--- src/rtl/cheri_tbre_pkg.sv ---
// -----------------------------------------------------------------------------
// cheri_tbre_pkg
//
// Shared types for the background revocation sweep engine.
//   reg_cap_t    : register-format capability metadata that travels alongside
//                  a 32-bit address word (tag/valid bit plus compressed bounds,
//                  permissions and object type).
//   NULL_REG_CAP : the all-zero, untagged capability.
// -----------------------------------------------------------------------------
package cheri_tbre_pkg;

    typedef struct packed {
        logic       valid;   // capability tag
        logic [8:0] top;     // compressed top bound
        logic [8:0] base;    // compressed base bound
        logic [5:0] cperms;  // compressed permissions
        logic [2:0] otype;   // object type
    } reg_cap_t;

    localparam reg_cap_t NULL_REG_CAP = '0;

endpackage

--- src/rtl/cheri_tbre_sweep.sv ---
// -----------------------------------------------------------------------------
// cheri_tbre_sweep
//
// Background revocation sweep engine. Walks an 8-byte aligned address range,
// loading each capability through the LSU TBRE port, waiting for the verdict
// of the downstream revocation check stage, and storing the capability back
// with its tag cleared whenever the verdict says it is revoked. Exactly one
// LSU request is outstanding at any time.
//
// Optional feature (macro CHERI_TBRE_STATS_EN):
//   defined   -> saturating scan / revoke counters on tbre_scan_cnt_o and
//                tbre_rvk_cnt_o, cleared by an accepted tbre_go_i
//   undefined -> both counter outputs are tied to zero
//
// Ports:
//   clk_i, rst_ni          clock, asynchronous active-low reset
//   tbre_go_i              start pulse (accepted only while idle)
//   tbre_start_addr_i      first address, bits [2:0] ignored
//   tbre_end_addr_i        exclusive end address, bits [2:0] ignored
//   tbre_busy_o            sweep in progress (any state but IDLE)
//   tbre_done_o            one-cycle completion pulse
//   tbre_err_o             sticky write-back error, cleared on accepted go
//   tbre_lsu_req_o/we_o/addr_o/wdata_o/wcap_o
//                          LSU request; held until tbre_lsu_req_done_i
//   tbre_lsu_req_done_i    LSU accepted the current request
//   lsu_tbre_resp_valid_i/lsu_tbre_resp_err_i/lsu_resp_is_wr_i
//                          LSU response handshake for TBRE requests
//   rf_wdata_lsu_i/rf_wcap_lsu_i
//                          loaded address word and capability metadata
//   tbre_trvk_en_i/tbre_trvk_clrtag_i
//                          revocation verdict from the check stage
//   tbre_scan_cnt_o/tbre_rvk_cnt_o
//                          statistics counters (CntW bits)
// -----------------------------------------------------------------------------
module cheri_tbre_sweep
    import cheri_tbre_pkg::*;
#(
    parameter int unsigned CntW = 16
) (
    input  logic            clk_i,
    input  logic            rst_ni,

    input  logic            tbre_go_i,
    input  logic [31:0]     tbre_start_addr_i,
    input  logic [31:0]     tbre_end_addr_i,
    output logic            tbre_busy_o,
    output logic            tbre_done_o,
    output logic            tbre_err_o,

    output logic            tbre_lsu_req_o,
    output logic            tbre_lsu_we_o,
    output logic [31:0]     tbre_lsu_addr_o,
    output logic [31:0]     tbre_lsu_wdata_o,
    output reg_cap_t        tbre_lsu_wcap_o,
    input  logic            tbre_lsu_req_done_i,

    input  logic            lsu_tbre_resp_valid_i,
    input  logic            lsu_tbre_resp_err_i,
    input  logic            lsu_resp_is_wr_i,
    input  logic [31:0]     rf_wdata_lsu_i,
    input  reg_cap_t        rf_wcap_lsu_i,

    input  logic            tbre_trvk_en_i,
    input  logic            tbre_trvk_clrtag_i,

    output logic [CntW-1:0] tbre_scan_cnt_o,
    output logic [CntW-1:0] tbre_rvk_cnt_o
);

    // -------------------------------------------------------------------------
    // State encoding
    // -------------------------------------------------------------------------
    localparam logic [2:0] ST_IDLE    = 3'd0;
    localparam logic [2:0] ST_RD_REQ  = 3'd1;
    localparam logic [2:0] ST_RD_WAIT = 3'd2;
    localparam logic [2:0] ST_CHK     = 3'd3;
    localparam logic [2:0] ST_WR_REQ  = 3'd4;
    localparam logic [2:0] ST_WR_WAIT = 3'd5;
    localparam logic [2:0] ST_NEXT    = 3'd6;
    localparam logic [2:0] ST_DONE    = 3'd7;

    logic [2:0]  state_reg,    state_next;
    logic [31:0] cur_reg,      cur_next;
    logic [31:0] end_reg,      end_next;
    logic [31:0] data_reg,     data_next;
    reg_cap_t    cap_reg,      cap_next;
    logic        load_err_reg, load_err_next;
    logic        err_reg,      err_next;

    // -------------------------------------------------------------------------
    // Decoded events
    // -------------------------------------------------------------------------
    logic [31:0] start_aligned;
    logic [31:0] end_aligned;
    logic        go_accept;
    logic        rd_resp;
    logic        wr_resp;
    logic        chk_exit;
    logic        do_revoke;
    logic [32:0] cur_inc;
    logic        sweep_last;

    // Low address bits are don't-care on both range inputs.
    logic        unused_addr_lsbs;
    assign unused_addr_lsbs = ^{tbre_start_addr_i[2:0], tbre_end_addr_i[2:0]};

    assign start_aligned = {tbre_start_addr_i[31:3], 3'b000};
    assign end_aligned   = {tbre_end_addr_i[31:3],   3'b000};

    // A go pulse is only honoured in IDLE, so one landing on the DONE cycle
    // is silently dropped.
    assign go_accept = (state_reg == ST_IDLE) && tbre_go_i;

    // Responses are filtered by state and direction; anything arriving in
    // the wrong state (including stragglers after a reset) is ignored.
    assign rd_resp = (state_reg == ST_RD_WAIT) && lsu_tbre_resp_valid_i && !lsu_resp_is_wr_i;
    assign wr_resp = (state_reg == ST_WR_WAIT) && lsu_tbre_resp_valid_i &&  lsu_resp_is_wr_i;

    assign chk_exit  = (state_reg == ST_CHK) && tbre_trvk_en_i;
    // A load that erred never produces a write-back, even if the check stage
    // flags it, since the captured data cannot be trusted.
    assign do_revoke = chk_exit && tbre_trvk_clrtag_i && !load_err_reg;

    // 33-bit increment so a carry out of bit 31 terminates the sweep instead
    // of wrapping back to address 0.
    assign cur_inc    = {1'b0, cur_reg} + 33'd8;
    assign sweep_last = cur_inc[32] || (cur_inc[31:0] >= end_reg);

    // -------------------------------------------------------------------------
    // Next-state logic
    // -------------------------------------------------------------------------
    always_comb begin
        state_next    = state_reg;
        cur_next      = cur_reg;
        end_next      = end_reg;
        data_next     = data_reg;
        cap_next      = cap_reg;
        load_err_next = load_err_reg;
        err_next      = err_reg;

        case (state_reg)
            ST_IDLE: begin
                if (tbre_go_i) begin
                    cur_next = start_aligned;
                    end_next = end_aligned;
                    err_next = 1'b0;
                    // Empty (or inverted) range: finish without touching memory.
                    if (start_aligned >= end_aligned) begin
                        state_next = ST_DONE;
                    end else begin
                        state_next = ST_RD_REQ;
                    end
                end
            end

            ST_RD_REQ: begin
                if (tbre_lsu_req_done_i) begin
                    state_next = ST_RD_WAIT;
                end
            end

            ST_RD_WAIT: begin
                if (rd_resp) begin
                    // Captured unconditionally; the error flag decides later
                    // whether the data may be written back.
                    data_next     = rf_wdata_lsu_i;
                    cap_next      = rf_wcap_lsu_i;
                    load_err_next = lsu_tbre_resp_err_i;
                    state_next    = ST_CHK;
                end
            end

            ST_CHK: begin
                if (tbre_trvk_en_i) begin
                    state_next = do_revoke ? ST_WR_REQ : ST_NEXT;
                end
            end

            ST_WR_REQ: begin
                if (tbre_lsu_req_done_i) begin
                    state_next = ST_WR_WAIT;
                end
            end

            ST_WR_WAIT: begin
                if (wr_resp) begin
                    if (lsu_tbre_resp_err_i) begin
                        err_next = 1'b1;
                    end
                    state_next = ST_NEXT;
                end
            end

            ST_NEXT: begin
                cur_next   = cur_inc[31:0];
                state_next = sweep_last ? ST_DONE : ST_RD_REQ;
            end

            ST_DONE: begin
                state_next = ST_IDLE;
            end

            default: begin
                state_next = ST_IDLE;
            end
        endcase
    end

    // -------------------------------------------------------------------------
    // State registers
    // -------------------------------------------------------------------------
    always_ff @(posedge clk_i or negedge rst_ni) begin
        if (!rst_ni) begin
            state_reg    <= ST_IDLE;
            cur_reg      <= 32'd0;
            end_reg      <= 32'd0;
            data_reg     <= 32'd0;
            cap_reg      <= NULL_REG_CAP;
            load_err_reg <= 1'b0;
            err_reg      <= 1'b0;
        end else begin
            state_reg    <= state_next;
            cur_reg      <= cur_next;
            end_reg      <= end_next;
            data_reg     <= data_next;
            cap_reg      <= cap_next;
            load_err_reg <= load_err_next;
            err_reg      <= err_next;
        end
    end

    // -------------------------------------------------------------------------
    // Outputs
    // -------------------------------------------------------------------------
    // Request fields come straight from registers that only change outside
    // the request states, so they stay stable for the whole grant stall.
    assign tbre_lsu_req_o   = (state_reg == ST_RD_REQ) || (state_reg == ST_WR_REQ);
    assign tbre_lsu_we_o    = (state_reg == ST_WR_REQ);
    assign tbre_lsu_addr_o  = cur_reg;
    assign tbre_lsu_wdata_o = data_reg;

    // Write-back keeps bounds/perms/otype and only drops the tag.
    always_comb begin
        tbre_lsu_wcap_o       = cap_reg;
        tbre_lsu_wcap_o.valid = 1'b0;
    end

    assign tbre_busy_o = (state_reg != ST_IDLE);
    assign tbre_done_o = (state_reg == ST_DONE);
    assign tbre_err_o  = err_reg;

    // -------------------------------------------------------------------------
    // Statistics
    // -------------------------------------------------------------------------
`ifdef CHERI_TBRE_STATS_EN
    // Index 0: capabilities scanned (every CHK exit).
    // Index 1: capabilities revoked (every WR_REQ entry).
    logic [1:0] cnt_inc;
    assign cnt_inc = {do_revoke, chk_exit};

    generate
        for (genvar gi = 0; gi < 2; gi++) begin : g_cnt
            logic [CntW-1:0] cnt_reg;

            always_ff @(posedge clk_i or negedge rst_ni) begin
                if (!rst_ni) begin
                    cnt_reg <= '0;
                end else if (go_accept) begin
                    cnt_reg <= '0;
                end else if (cnt_inc[gi] && (cnt_reg != {CntW{1'b1}})) begin
                    // Saturate rather than wrap.
                    cnt_reg <= cnt_reg + CntW'(1);
                end
            end
        end
    endgenerate

    assign tbre_scan_cnt_o = g_cnt[0].cnt_reg;
    assign tbre_rvk_cnt_o  = g_cnt[1].cnt_reg;
`else
    assign tbre_scan_cnt_o = '0;
    assign tbre_rvk_cnt_o  = '0;
`endif

endmodule

--- config.mk ---
export PLATFORM = sky130hd
export DESIGN_NAME = cheri_tbre_sweep
export DESIGN_NICKNAME = d
export VERILOG_FILES = /design/src/rtl/cheri_tbre_pkg.sv /design/src/rtl/cheri_tbre_sweep.sv
export SDC_FILE = /design/constraint.sdc
export NUM_CORES = 1
export LEC_CHECK = 0
export BUFFER_PORTS_ARGS = -buffer_cell sky130_fd_sc_hd__buf_2
export CORE_ASPECT_RATIO = 1.5
export CORE_MARGIN = 2
export CORE_UTILIZATION = 54
export CTS_CLUSTER_DIAMETER = 150
export DETAILED_ROUTE_END_ITERATION = 6
export PLACE_DENSITY = 0.83
export SETUP_SLACK_MARGIN = 0.4
export SYNTH_ARGS = -nofsm -noshare
export SYNTH_HDL_FRONTEND = slang
export SYNTH_SLANG_ARGS = --single-unit
export TNS_END_PERCENT = 50
--- constraint.sdc ---
create_clock -name clk_i -period 10.4 [get_ports clk_i]
set_clock_uncertainty 0.1 [all_clocks]
set_input_delay 0.52 -clock clk_i [delete_from_list [all_inputs] [get_ports clk_i]]
set_output_delay 0.52 -clock clk_i [all_outputs]
set_load 0.02 [all_outputs]
==> impl_metrics.json <==
{
  "worstSkewPairLatency_ns": 0.41,
  "p_leak_uw": 0.004580,
  "period_share": 0.4044,
  "power.density_nw_per_um2": 315.0,
  "path_max_fanout": 9,
  "r2r-start": "tbre_lsu_addr_o[3]$_DFFE_PN0P_",
  "critPathRequiredTime_ns": 10.60,
  "relSlewSlack": 0.4580,
  "htreeDepth": 4,
  "finalHoldViolCount": 0,
  "outcome": "finished clean",
  "n_fill_cell": 1053,
  "start_util": 0.5536,
  "drive_gt1_frac": 0.3367,
  "holdWs_ns": 0.06303,
  "final_max_slew_viol_count": 0,
  "async_reset_ff_frac": 1.000,
  "portBuffers": 218,
  "hold_buffers": 0,
  "p_sw_frac": 0.4270,
  "regArea_um2": 3053,
  "intPower_uw": 1609,
  "yosysSeqAreaShare": 0.4236,
  "wl_per_cell_um": 15.96,
  "grt_util_all_layers": 0.2514,
  "grt_overflow": 0,
  "synth_top_cell_area_share": 0.4236,
  "ys_seq_elements": 122,
  "antenna_found_initial": 2,
  "power_frac_seq": 0.323,
  "root_buffer": "clkbuf_16",
  "clk_pin_slew_ns": 0.06,
  "grt_pass1_vias": 5912,
  "irDropWorstVdd_mv": 0.1419,
  "worstRegToRegCells": 13,
  "worst_slew_pin_slew_ns": 0.8129,
  "initialDrtViolationCount": 244,
  "die_width_um": 98.33,
  "syn_area_um2": 7207,
  "setup_slack_ns": 6.194,
  "r2r_end": "state_reg[2]$_DFFE_PN0P_",
  "drc": 0,
  "setup_viol": 0,
  "pre_cts_ws_ns": 6.309,
  "postCtsSetupBuffers": 0,
  "critPathCaptureType": "register",
  "area_growth_pct": 23.68,
  "fp.dieArea_um2": 14310,
  "r2r_slack_ns": 6.19,
  "cts.sinks": 122,
  "power_uw": 2808,
  "pwr-share-comb": 0.455,
  "largest_register_ffs": 32,
  "post-dp-hpwl_mm": 13.83,
  "ys.flop_type": "dfrtp_1",
  "cts_tree": "built",
  "cts_resized": 0,
  "yosysMostFrequentCell": "dfrtp_1",
  "clkPwrFrac": 0.223,
  "period_minus_slack_ns": 4.206,
  "max_freq_mhz": 237.8,
  "routed_via_density": 5.325,
  "worstSetupStartpointType": "register",
  "rsz0062_at_grt": "no",
  "p_switching_uw": 1199,
  "ant_nets": 0,
  "clockBufferDepth": 2,
  "path_class": "register to register",
  "drv_cap": 0,
  "core-area_um2": 13020,
  "synthTopCellsByArea": "dfrtp_1 (42%), ha_1 (10%), mux2_2 (9.4%)",
  "vias": 6071,
  "die_h_um": 145.5,
  "ys_types": 48,
  "numCtsBuffers": 17,
  "nets": 1160,
  "synth_common_cells": "dfrtp_1 (122), nand2_1 (112), inv_1 (71), ha_1 (60), mux2_2 (60)",
  "dr.pass1.iters": 5,
  "grt_pass1_wl_mm": 28.81,
  "rows": 51,
  "io_pins": 262,
  "grt_max_degree": 80,
  "syn_inst": 755,
  "multi_input_area_um2": 3638,
  "synth-edff-count": 0,
  "yosysTopAreaCell": "dfrtp_1",
  "synth_area_per_cell_um2": 9.546,
  "wl_mm": 18.20,
  "arrival_ns": 4.40,
  "synth_warnings": 0,
  "hold_class": "input pin to asynchronous set/reset pin",
  "place_congestion": 0.8458,
  "finalSetupTns_ns": 0
}
-- cells by family (layout without fill, tap and decap cells) --
logic type      count (synthesis)  after routing  synth area share
other cells                     1             37         0.0005203
flops                         122            122            0.4236
xor+xnor                       28             28           0.03403
compound gates                126            126            0.1021
mux                            60             60           0.09375
simple gates                  222            222            0.1516
fa+ha+maj                      60             60            0.1042
buf+inv                       136            326           0.09028
-- metal layers --
metal  track usage  wire length (um)  vias to the layer above  part of all wire
met5             0                17                        -           0.00093
met4        0.1192               609                        2             0.033
met3       0.06580              1215                       37             0.067
met2        0.4531              9573                      230              0.53
met1        0.2698              6783                     2860              0.37
li1              -                 -                     2942                 -
-- layout make-up --
type	count	share of cell area
inverters	71	0.02990
multi-input cells	532	0.4082
well taps	159	0.02232
clock inverters	14	0.02063
flip-flops and latches	122	0.3425
diodes	1	0.0002807
repair buffers	223	0.1269
clock buffers	18	0.04927
-- how the worst max path moves through the flow --
stage | cells past startpoint | end | startpoint | slack [ns]
after floorplan | 15 | state_reg[2]$_DFFE_PN0P_ | tbre_lsu_addr_o[3]$_DFFE_PN0P_ | 6.93
after global placement | 13 | state_reg[2]$_DFFE_PN0P_ | tbre_lsu_addr_o[3]$_DFFE_PN0P_ | 6.43
after detailed placement | 13 | state_reg[2]$_DFFE_PN0P_ | tbre_lsu_addr_o[3]$_DFFE_PN0P_ | 6.31
after CTS | 13 | state_reg[2]$_DFFE_PN0P_ | tbre_lsu_addr_o[3]$_DFFE_PN0P_ | 6.27
after global routing | 13 | state_reg[2]$_DFFE_PN0P_ | tbre_lsu_addr_o[3]$_DFFE_PN0P_ | 6.08
final | 13 | state_reg[2]$_DFFE_PN0P_ | tbre_lsu_addr_o[3]$_DFFE_PN0P_ | 6.19
-- layout by cell type (no fill, tap or decap), types with 3 or more instances in the layout --
cell type,n
a21oi_1,30
inv_6,6
and4_1,4
dfrtp_1,122
clkbuf_16,17
xnor2_1,22
inv_1,71
buf_4,6
nor2_1,38
conb_1,36
buf_2,217
bufinv_16,3
nor3_1,6
nand2_1,111
nand4_1,14
ha_1,60
a31oi_1,23
mux2_2,60
xor2_1,6
a21o_1,6
and3_1,3
o21ai_0,49
o221ai_1,3
nand3_1,22
a221oi_1,3
-- per-stage QoR --
stage          instances  utilization  cell area, um^2
2_1_floorplan        790            -             7338
3_3_place_gp        1107       0.6367             8288
3_5_place_dp        1107       0.6367             8288
4_1_cts             1139       0.6845             8911
5_1_grt             1140       0.6847             8914
6_report            1140       0.6847             8914
-- power groups by stage --
stage / clock network [uW] / registers (uW) / logic, uW
after CTS: 635 / 903 / 1290
after detailed placement: 0 / 911 / 1280
after global routing: 661 / 936 / 1400
final: 625 / 906 / 1280
after global placement: 0 / 898 / 1230
after floorplan: 0 / 1080 / 695
-- worst max-delay path, stage by stage, from the launching register on --
cell and delay [ns]:
dfrtp_1 0.50, ha_1 0.29, nand3_1 0.29, nor4_4 0.60
nand2_1 0.13, nor3_2 0.22, xor2_1 0.20, ha_1 0.27
and4_1 0.20, a221oi_1 0.50, o221ai_1 0.18, a21oi_1 0.28
o221ai_1 0.16, a21o_1 0.17
(Power assumes the default switching activity.)
